File: src/rtl/cg_iteration_sequencer.sv
// Control FSM that sequences conjugate-gradient iterations over the complex ALU
// datapath: releases each sub-unit in order, latches rsold/rsnew, tests convergence.
module cg_iteration_sequencer #(
  parameter int unsigned element_width   = 64,
  parameter logic [31:0] tolerance       = 32'h283424DC,
  parameter int unsigned max_iterations  = 1000,
  parameter int unsigned watchdog_cycles = 4096,
  parameter int unsigned cnt_width       = 16
) (
  input  logic                     clk,
  input  logic                     reset,
  input  logic                     go,
  input  logic                     abort,
  input  logic                     vXv1_finish,
  input  logic                     vXv2_finish,
  input  logic                     div1_finish,
  input  logic                     mul_add1_finish,
  input  logic                     mul_add2_finish,
  input  logic                     vXv3_finish,
  input  logic                     div2_finish,
  input  logic                     mul_add3_finish,
  input  logic [element_width-1:0] vXv1_result,
  input  logic [element_width-1:0] vXv3_result,
  output logic                     reset_vXv1,
  output logic                     reset_mXv1,
  output logic                     start_mul_add,
  output logic                     start_vXv3,
  output logic                     start_div2,
  output logic                     mul_add3_start,
  output logic [element_width-1:0] rold,
  output logic [element_width-1:0] rnew,
  output logic                     busy,
  output logic                     done,
  output logic                     converged,
  output logic                     timeout_err,
  output logic [cnt_width-1:0]     iteration_count
);

  localparam int unsigned              WD_W      = $clog2(watchdog_cycles + 1);
  localparam logic [WD_W-1:0]          WD_LAST   = WD_W'(watchdog_cycles - 1);
  localparam logic [element_width-1:0] TOL       = element_width'(tolerance);
  localparam logic [cnt_width-1:0]     CNT_LIMIT = cnt_width'(max_iterations);

  typedef enum logic [3:0] {
    S_IDLE, S_AP, S_ALPHA, S_UPDATE, S_RSNEW, S_BETA, S_PUPDATE, S_NEXT, S_DONE, S_ERR
  } state_t;

  state_t               state;
  logic                 f1, f2, f3, f4;
  logic [WD_W-1:0]      wd_cnt;
  logic                 ap_f1, ap_f2, ap_exit, upd_f3, upd_f4;
  logic                 wd_expired, rs_conv;
  logic                 stage_wait, stage_exit;
  logic [cnt_width-1:0] cnt_inc;

  // Sticky finish flags including a finish arriving this cycle
  assign ap_f1      = f1 | vXv1_finish;
  assign ap_f2      = f2 | vXv2_finish;
  assign upd_f3     = f3 | mul_add1_finish;
  assign upd_f4     = f4 | mul_add2_finish;
  assign ap_exit    = ap_f2 && (ap_f1 || (iteration_count != '0));
  assign wd_expired = (wd_cnt == WD_LAST);
  assign rs_conv    = (vXv3_result <= TOL);
  assign cnt_inc    = (iteration_count == '1) ? iteration_count
                                              : iteration_count + cnt_width'(1);

  // Which states are watchdog-guarded waits, and their exit condition
  always_comb begin
    stage_wait = 1'b1;
    stage_exit = 1'b0;
    case (state)
      S_AP:      stage_exit = ap_exit;
      S_ALPHA:   stage_exit = div1_finish;
      S_UPDATE:  stage_exit = upd_f3 && upd_f4;
      S_RSNEW:   stage_exit = vXv3_finish;
      S_BETA:    stage_exit = div2_finish;
      S_PUPDATE: stage_exit = mul_add3_finish;
      default:   stage_wait = 1'b0;
    endcase
  end

  always_ff @(posedge clk) begin
    if (!reset || abort) begin
      state          <= S_IDLE;
      reset_vXv1     <= 1'b1;
      reset_mXv1     <= 1'b1;
      start_mul_add  <= 1'b0;
      start_vXv3     <= 1'b0;
      start_div2     <= 1'b0;
      mul_add3_start <= 1'b0;
      rold           <= '0;
      rnew           <= '0;
      busy           <= 1'b0;
      done           <= 1'b0;
      converged      <= 1'b0;
      timeout_err    <= 1'b0;
      {f1, f2, f3, f4} <= 4'b0000;
      wd_cnt         <= '0;
      // abort keeps the iteration count visible
      if (!reset) iteration_count <= '0;
    end else begin
      start_div2     <= 1'b0;
      mul_add3_start <= 1'b0;
      if (stage_wait) wd_cnt <= stage_exit ? '0 : wd_cnt + WD_W'(1);

      case (state)
        S_IDLE, S_DONE, S_ERR: begin
          if (go) begin
            state           <= S_AP;
            iteration_count <= '0;
            {f1, f2, f3, f4} <= 4'b0000;
            wd_cnt          <= '0;
            reset_vXv1      <= 1'b0;
            reset_mXv1      <= 1'b0;
            busy            <= 1'b1;
            done            <= 1'b0;
            converged       <= 1'b0;
            timeout_err     <= 1'b0;
          end
        end
        S_AP: begin
          f1 <= ap_f1;
          f2 <= ap_f2;
          if (vXv1_finish && (iteration_count == '0)) rold <= vXv1_result;
          if (ap_exit) state <= S_ALPHA;
        end
        S_ALPHA: begin
          if (stage_exit) begin
            state         <= S_UPDATE;
            start_mul_add <= 1'b1;
          end
        end
        S_UPDATE: begin
          f3 <= upd_f3;
          f4 <= upd_f4;
          if (stage_exit) begin
            state         <= S_RSNEW;
            start_mul_add <= 1'b0;
            start_vXv3    <= 1'b1;
          end
        end
        S_RSNEW: begin
          if (stage_exit) begin
            rnew       <= vXv3_result;
            start_vXv3 <= 1'b0;
            if (rs_conv) begin
              state      <= S_DONE;
              busy       <= 1'b0;
              done       <= 1'b1;
              converged  <= 1'b1;
              reset_vXv1 <= 1'b1;
              reset_mXv1 <= 1'b1;
            end else begin
              state      <= S_BETA;
              start_div2 <= 1'b1;
            end
          end
        end
        S_BETA: begin
          if (stage_exit) begin
            state          <= S_PUPDATE;
            mul_add3_start <= 1'b1;
          end
        end
        S_PUPDATE: begin
          if (stage_exit) begin
            state      <= S_NEXT;
            reset_vXv1 <= 1'b1;
            reset_mXv1 <= 1'b1;
          end
        end
        S_NEXT: begin
          iteration_count  <= cnt_inc;
          rold             <= rnew;
          {f1, f2, f3, f4} <= 4'b0000;
          if (cnt_inc == CNT_LIMIT) begin
            state     <= S_DONE;
            busy      <= 1'b0;
            done      <= 1'b1;
            converged <= 1'b0;
          end else begin
            // later iterations reuse rold, so vXv1 stays held
            state      <= S_AP;
            reset_mXv1 <= 1'b0;
          end
        end
        default: state <= S_IDLE;
      endcase

      // Watchdog expiry overrides whatever the wait state decided
      if (stage_wait && !stage_exit && wd_expired) begin
        state            <= S_ERR;
        timeout_err      <= 1'b1;
        busy             <= 1'b0;
        reset_vXv1       <= 1'b1;
        reset_mXv1       <= 1'b1;
        start_mul_add    <= 1'b0;
        start_vXv3       <= 1'b0;
        start_div2       <= 1'b0;
        mul_add3_start   <= 1'b0;
        {f1, f2, f3, f4} <= 4'b0000;
        wd_cnt           <= '0;
      end
    end
  end

endmodule
File: config.mk
export PLATFORM = sky130hd
export DESIGN_NAME = cg_iteration_sequencer
export DESIGN_NICKNAME = d
export VERILOG_FILES = /design/src/rtl/cg_iteration_sequencer.sv
export SDC_FILE = /design/constraint.sdc
export NUM_CORES = 1
export LEC_CHECK = 0
export ABC_AREA = 0
export CAP_MARGIN = 15
export CORE_AREA = 2 2 142 130
export CTS_BUF_LIST = sky130_fd_sc_hd__clkbuf_8
export CTS_CLUSTER_SIZE = 28
export DETAILED_ROUTE_END_ITERATION = 10
export DIE_AREA = 0 0 144 132
export PLACE_DENSITY_LB_ADDON = 0.15
export SYNTH_ARGS = -nofsm -noshare
export SYNTH_HDL_FRONTEND = slang
export SYNTH_SLANG_ARGS = --single-unit
export TNS_END_PERCENT = 30
File: constraint.sdc
create_clock -name clk -period 3.8 [get_ports clk]
set_clock_uncertainty 0.1 [all_clocks]
set_input_delay 0.76 -clock clk [delete_from_list [all_inputs] [get_ports clk]]
set_output_delay 0.76 -clock clk [all_outputs]
set_load 0.02 [all_outputs]
; ---- Word level (Yosys, flattened, before mapping)
; Cells that the tools add are included.
[totals]
reg_bits = 175
input_bits = 140
output_inout_bits = 154
elab_cells = 153
[op_classes]
n_addsub = 2
order_cmp = 1
eq_ne = 32
n_mux = 50
n_bitwise = 7
n_reduce_logical = 41
[ops]
columns = op, count
row1 = $pmux W64 S2, 1
row2 = $le A64 B30 Y1 const B, 1
row3 = $mux W16, 4
row4 = $mux W64, 1
row5 = $mux W13, 4
row6 = $mux W4, 10
row7 = $pmux W16 S2, 1
row8 = $pmux W4 S8, 1
row9 = $ne A2 B2 Y1 const B, 12
row10 = $ne A3 B3 Y1 const B, 8
row11 = $pmux W1 S3, 8
row12 = $add A16 B1 Y16 const B, 1
row13 = $eq A16 B10 Y1 const B, 1
row14 = $eq A16 B16 Y1 const B, 1
row15 = $eq A4 B3 Y1 const B, 4
row16 = $logic_not A16 Y1, 1
row17 = $mux W1, 16
row18 = $reduce_bool A16 Y1, 1
row19 = $reduce_bool A3 Y1, 5
row20 = $reduce_and A7 Y1, 2
row21 = $add A13 B1 Y13 const B, 1
row22 = $eq A13 B12 Y1 const B, 1
row23 = $reduce_and A2 Y1, 5
row24 = $reduce_and A5 Y1, 2
row25 = 20 further kinds, 41

; ---- Longest topological paths before layout
; Gate-level depths: netlist of run 1.
[depth]
depth_word = 9
depth_mapped = 10
depth_no_buf = 9

; ---- Worst setup path after synthesis of run 1
; Ideal clock, no wire load.
[synth_path]
kind = input-to-reg
from = input go
to = register iteration_count[0] (enable)
setup_time_ps = 411
arrival_time_ps = 2256
required_ps = 3289
slack_ps = 1033
stages = 3
n_path_buf = 0
cell_sequence = and3_1 -> nor2_1 -> o21ai_0
[synth_between]
elab_chain_cells = 2
[synth_lines]
columns = item, line_no
row1 = start: declaration, 12  ; input logic go,
row2 = $ne A3 B3 Y1 (no source line), -
row3 = $reduce_and A3 Y1 (no source line), -
row4 = end signal: assignment, 173  ; iteration_count <= cnt_inc;
row5 = end: declaration, 36  ; output logic [cnt_width-1:0] iteration_count
; No other way between the ends.
; A chain may end at the register's enable or synchronous reset.

; ---- Final worst setup path of run 1
[layout_path]
from = register state[1]
to = register rold[37]
[layout_between]
elab_chain_cells = 3
word_cells_on_any_way = 6
classes_between = eq/ne: 3 / mux: 1 / reduce/logical: 2
[layout_lines]
columns = item, line_no
row1 = start: declaration, 48  ; state_t state;
row2 = start signal: assignment, 84  ; state <= S_IDLE;
row3 = start signal: assignment, 109  ; state <= S_AP;
row4 = start signal: assignment, 125  ; if (ap_exit) state <= S_ALPHA;
row5 = $eq A4 B1 Y1 or $eq A4 B3 Y1 (tied branches), 106  ; case (state)
row6 = $ne A2 B2 Y1 (no source line) or $reduce_bool A2 Y1 (tied branches), -
row7 = $reduce_and A2 Y1 (no source line), -
row8 = end signal: assignment, 124  ; if (vXv1_finish && (iteration_count == '0)) rold <= vXv1_result;
row9 = end signal: assignment, 174  ; rold <= rnew;
row10 = end: declaration, 30  ; output logic [element_width-1:0] rold,
; Parallel ways exist; a longest one is shown, timed or not.

==> results.cfg, run 1 <==
[run_status]
status = finished, final reports clean

[timing]
min_period_ns = 3.208
relSlewSlack_pct = 47.70
hold_viol = 0
setup_viol = 0
setup_slack_ns = 0.5923
fin_crit_sh_pct = 84.41
max_freq_mhz = 311.7
fin_setup_tns_ns = 0
drv_slew = 0
grt_setup_unrepaired = false
tightest_slew_ns = 0.7785

[clock_network]
ctsResizeCount = 0
insertion_delay_ns = 0.45
cts_made_buffers = 17
clkTransAtPathRegs_ns = 0.10
ctsHoldBuffers = 0
post_cts.repair.setup_buffers = 0
clk_path_buf_depth = 2
cts_tree = done
numClockSinks = 175
cts-root-buf = clkbuf_8
htree_levels = 4

[setup_path]
rr_worst_depth = 8
crit_type = reg -> reg
critPathArrivalTime_ns = 3.42
start_kind = flop
cp_data_required_time_ns = 4.01
r2r_slack_ns = 0.59
cp_max_fo = 13
reg2reg_to = rold[37]
path_cells = inv_1 -> nand2_1 -> nor3_1 -> nand2_1 -> nor2_4 -> buf_4 -> mux2i_1 -> a211oi_1
max_stage_delay_ns = 0.62
end_kind = flop
crit_top_cell = nand2_1
cp_slowest_cell = nor3_1
crit_family = simple AND/OR/NAND/NOR gates
worst-path-buf-inv = 2
rr_startpoint = state[1]

[synth]
synth-main-ff-cell = dfxtp_1
synth_edf_count = 16
ys_ff_latch = 175
netlist_area_sq_um = 7886
yosysTopAreaCellShare_pct = 40.36
synth_cell_types = 61
yosysWarnings = 0
synthCells = 912
async_flop_share_pct = 0
avgSynthCellArea_sq_um = 8.647
synth_nets = 1055
synth_area_leader_cell = dfxtp_1
yosys-top-cells-area = dfxtp_1 (40%), mux2i_1 (8.4%), nand2_1 (7.4%)
yosysSeqAreaShare_pct = 46.45

[die]
num_io_pins = 294
fp.dieW_um = 144
core_area_sq_um = 17440
row_count = 46
dieArea_sq_um = 19010
die_h_um = 132
start_util_pct = 45.22

[global_route]
antenna_found_initial = 0
grt-ovfl-total = 0
grt_max_degree = 85
grt_pass1_vias = 7132
grt_usage_pct = 25.47
grt_pass1_wl_um = 38340

[placed_design]
dp_cells = 1394
dpl.hpwl_um = 17880
place.gp.congestion = 0.8740
dp_slack_ns = 0.2621
port_buffers = 293

[cells_and_area]
fin_cells = 1425
fin_nets = 1316
drive_gt1_share_pct = 5.232
layout-area-overhead-vs-synth_pct = 44.50
n_antenna_cell = 0

[routing]
drc = 0
finalWirelength_um = 24730
firstDrtPassIters = 4
wl_per_cell_um = 17.36
antenna_left = 0
dr.first_iter.drc_count = 321
vias_per_cell = 5.328
vias = 7592

[pwr]
power_density_nw_per_um2 = 315.7
ir_worst_vdd_mv = 0.2325
leakage_nw = 3.732

[flow_run]
maxCapViolCount = 0

[hold_path]
holdPathEnd = wd_cnt[12]
worstHoldStart = wd_cnt[12]
hold_depth = 2
hp-class = reg -> reg
## Yosys cell counts, types with 11 or more instances
| master | count |
|---|---|
| a211oi_1 | 66 |
| a21oi_1 | 80 |
| and3_1 | 11 |
| clkbuf_1 | 50 |
| dfxtp_1 | 159 |
| edfxtp_1 | 16 |
| mux2i_1 | 66 |
| nand2_1 | 156 |
| nand3_1 | 16 |
| nand4_1 | 14 |
| nor2_1 | 103 |
| nor3_1 | 22 |
| nor4_1 | 17 |
| o21ai_0 | 11 |
| xor2_1 | 11 |
## through the flow
stage | hold WS [ns] | utilization, % | power (W) | cell area [sq um]
after floorplan | 0.3362 | - | 0.002078 | 7886
after global placement | 0.3464 | 63.06 | 0.002301 | 11000
after detailed placement | 0.3559 | 63.06 | 0.002303 | 11000
after CTS | 0.3664 | 65.35 | 0.003639 | 11400
after global routing | 0.3796 | 65.35 | 0.003744 | 11400
final | 0.3633 | 65.35 | 0.003597 | 11400
## flip-flops by register name, indices dropped and copies added, names as in the netlist, 4 cells and up
register         flops
iteration_count     16
rold                64
rnew                64
wd_cnt              13
state                4
## layout by cell type (no fill, tap or decap), types with 17 or more instances in the layout
cell type and instances:
mux2i_1 66, nor3_1 22, a211oi_1 66, nand2_1 155, dfxtp_1 159, nor2_1 103
clkbuf_8 17, a21oi_1 80, clkdlybuf4s50_1 293, nor4_1 17
## power breakdown
| group | total (W) | internal [W] | switching [W] |
|---|---|---|---|
| combinational | 0.000356 | 0.000198 | 0.000158 |
| sequential | 0.00191 | 0.00188 | 0.0000337 |
| clock | 0.00133 | 0.000649 | 0.000683 |
## metal layers
layer	wire length [um]	global-route usage (%)	vias up
met4	197	5.120	0
met2	11600	41.80	265
met5	0	0	-
met3	2124	7.991	11
li1	-	-	3779
met1	10810	33.11	3537
## logic make-up after synthesis
logic type / synth area share, %
simple gates: 21.45
compound gates: 16.67
flops: 46.45
buf+inv: 4.093
mux: 8.520
xor+xnor: 2.332
fa+ha+maj: 0.4760
## how the worst max path moves through the flow
| stage | start | endpoint | slack, ns | cells past startpoint |
|---|---|---|---|---|
| 6_report | state[1] | rold[37] | 0.59 | 8 |
| 5_1_grt | state[1] | rold[1] | 0.36 | 8 |
| 4_1_cts | state[1] | rold[37] | 0.62 | 8 |
| 3_5_place_dp | vXv3_result[22] | converged | 0.26 | 9 |
| 3_3_place_gp | vXv3_result[22] | converged | 0.23 | 9 |
| 2_1_floorplan | go | iteration_count[0] | 1.03 | 3 |
## final cells by class
class                           instances  area, sq um
Fill cell                            1496         6043
Multi-Input combinational cell        665         3919
Sequential cell                       175         3664
Timing Repair Buffer                  307         3088
Tap cell                              240        300.3
Clock buffer                           17        234.0
Clock inverter                         14        165.2
Inverter                                7        26.28
## tightest hold or removal path, cell delays in order, from the launching register on
cell,delay [ns]
dfxtp_1,0.33
nand2_1,0.07
nor2_2,0.03
Note: power is estimated with default switching activity, not from simulation.
==> run 2, diff against run 1 <==
clock period = 3.2 ns   (was 3.8 ns; I/O delays follow)
==> run 2 against run 1 <==
Effect of this change: sequential cell count is the same; via count grew 2.9%; count of clock-buffer cells in the layout grew 1; wire length grew 1.8%; clock power grew 19%; global-route usage grew 0.71 points; critical path type unchanged.
==> results.cfg, run 2 (synthesis gave the netlist of run 1 again) <==
[hold_path]
hp-class = reg -> reg

[timing]
fin_crit_sh_pct = 92.35
tightest_slew_ns = 0.7827
setup_slack_ns = 0.2449
fin_setup_tns_ns = 0
drv_slew = 0
hold_viol = 0
setup_viol = 0
max_freq_mhz = 338.4
min_period_ns = 2.955
relSlewSlack_pct = 47.82
grt_setup_unrepaired = false

[clock_network]
htree_levels = 4
cts_tree = done
cts_made_buffers = 17
clk_path_buf_depth = 2
post_cts.repair.setup_buffers = 0
numClockSinks = 175
clkTransAtPathRegs_ns = 0.10
cts-root-buf = clkbuf_8
insertion_delay_ns = 0.46

[run_status]
status = finished, final reports clean

[cells_and_area]
mostFrequentLayoutCell = clkdlybuf4s50_1
reg_top3 = rnew (64), rold (64), iteration_count (16)
fin_nets = 1344
final_util_pct = 66.52
final_cell_mix = clkdlybuf4s50_1 (293), dfxtp_1 (159), nand2_1 (155), nor2_1 (103), a21oi_1 (80)
layout-area-overhead-vs-synth_pct = 47.09
n_antenna_cell = 0
drive_gt1_share_pct = 7.661
fillers = 1515
fin_cells = 1454

[die]
core_area_sq_um = 17440
start_util_pct = 45.22
num_io_pins = 294
fp.dieW_um = 144
die_h_um = 132
dieArea_sq_um = 19010
row_count = 46

[routing]
drc = 0
wl_per_cell_um = 17.32
antenna_left = 0
firstDrtPassIters = 5
dr.first_iter.drc_count = 381
vias_per_cell = 5.371
vias = 7810
finalWirelength_um = 25180

[setup_path]
cp_data_required_time_ns = 3.48
endpoint = wd_cnt[5]
start_kind = flop
cp_max_fo = 11
rr_startpoint = iteration_count[1]
critPathArrivalTime_ns = 3.24
rr_worst_depth = 9
r2r_slack_ns = 0.24
end_kind = flop
crit_type = reg -> reg
crit_start = iteration_count[1]
reg2reg_to = wd_cnt[5]

[global_route]
grt_pass1_vias = 7561
grt_pass1_wl_um = 39550
grt_max_degree = 67
grt_usage_pct = 26.19
antenna_found_initial = 0
grt-ovfl-total = 0

[placed_design]
dpl.hpwl_um = 18120
dp_slack_ns = -0.1173
port_buffers = 293
place.gp.congestion = 0.9130
dp_cells = 1422

[pwr]
leakage_nw = 3.853
ir_worst_vdd_mv = 0.3685
power_density_nw_per_um2 = 370.8

[flow_run]
maxCapViolCount = 0
-- run 2: timing repair --
action | in CTS | in global routing
resized for setup | 0 | 1
hold buffers | 0 | 0
setup endpoints to repair | 0 | 5
-- run 2: routing by layer --
metal	track usage, %	up-vias	wire, um
li1	-	3830	-
met1	33.25	3629	10550
met2	41.48	307	11450
met3	9.154	44	2422
met4	8.824	0	750
met5	0	-	0
-- run 2: critical path, cell delays in order (launching register included) --
cell and delay [ns]:
edfxtp_1 0.40, inv_1 0.09, ha_1 0.15, nor4b_1 0.26, nand4_1 0.26, o32a_1 0.43
a2111o_1 0.52, or3_1 0.36, buf_4 0.20, nor2_2 0.11
-- run 2: worst min path at each step --
stage / to / slack (ns) / from / depth (start not counted)
finish: f1 / 0.36 / f1 / 2
floorplan: f1 / 0.34 / f1 / 2
global route: f1 / 0.39 / f1 / 2
detailed placement: f1 / 0.35 / f1 / 2
CTS: f1 / 0.36 / f1 / 2
global placement: f1 / 0.34 / f1 / 2
-- run 2: layout make-up --
class                           instances  area [sq um]  area share [%]
Inverter                                7         26.28          0.2265
Clock buffer                           18         247.7           2.136
Clock inverter                         14         151.4           1.305
Sequential cell                       175          3664           31.58
Tap cell                              240         300.3           2.589
Multi-Input combinational cell        665          3925           33.84
Timing Repair Buffer                  335          3286           28.32
-- run 2: metrics by stage --
step | area, sq um | hold WS, ns | total power, W
final | 11600 | 0.3613 | 0.004302
after CTS | 11590 | 0.3597 | 0.004332
after floorplan | 7886 | 0.3362 | 0.002467
after global routing | 11600 | 0.3902 | 0.004455
after global placement | 11190 | 0.3396 | 0.002768
after detailed placement | 11190 | 0.3473 | 0.002770
-- run 2: power by group --
part           leakage [nW]  switching (W)  internal (W)
Sequential             1.45      0.0000190       0.00223
Combinational          2.21       0.000218      0.000260
Clock                 0.197       0.000851      0.000726
Total                  3.85        0.00109       0.00321
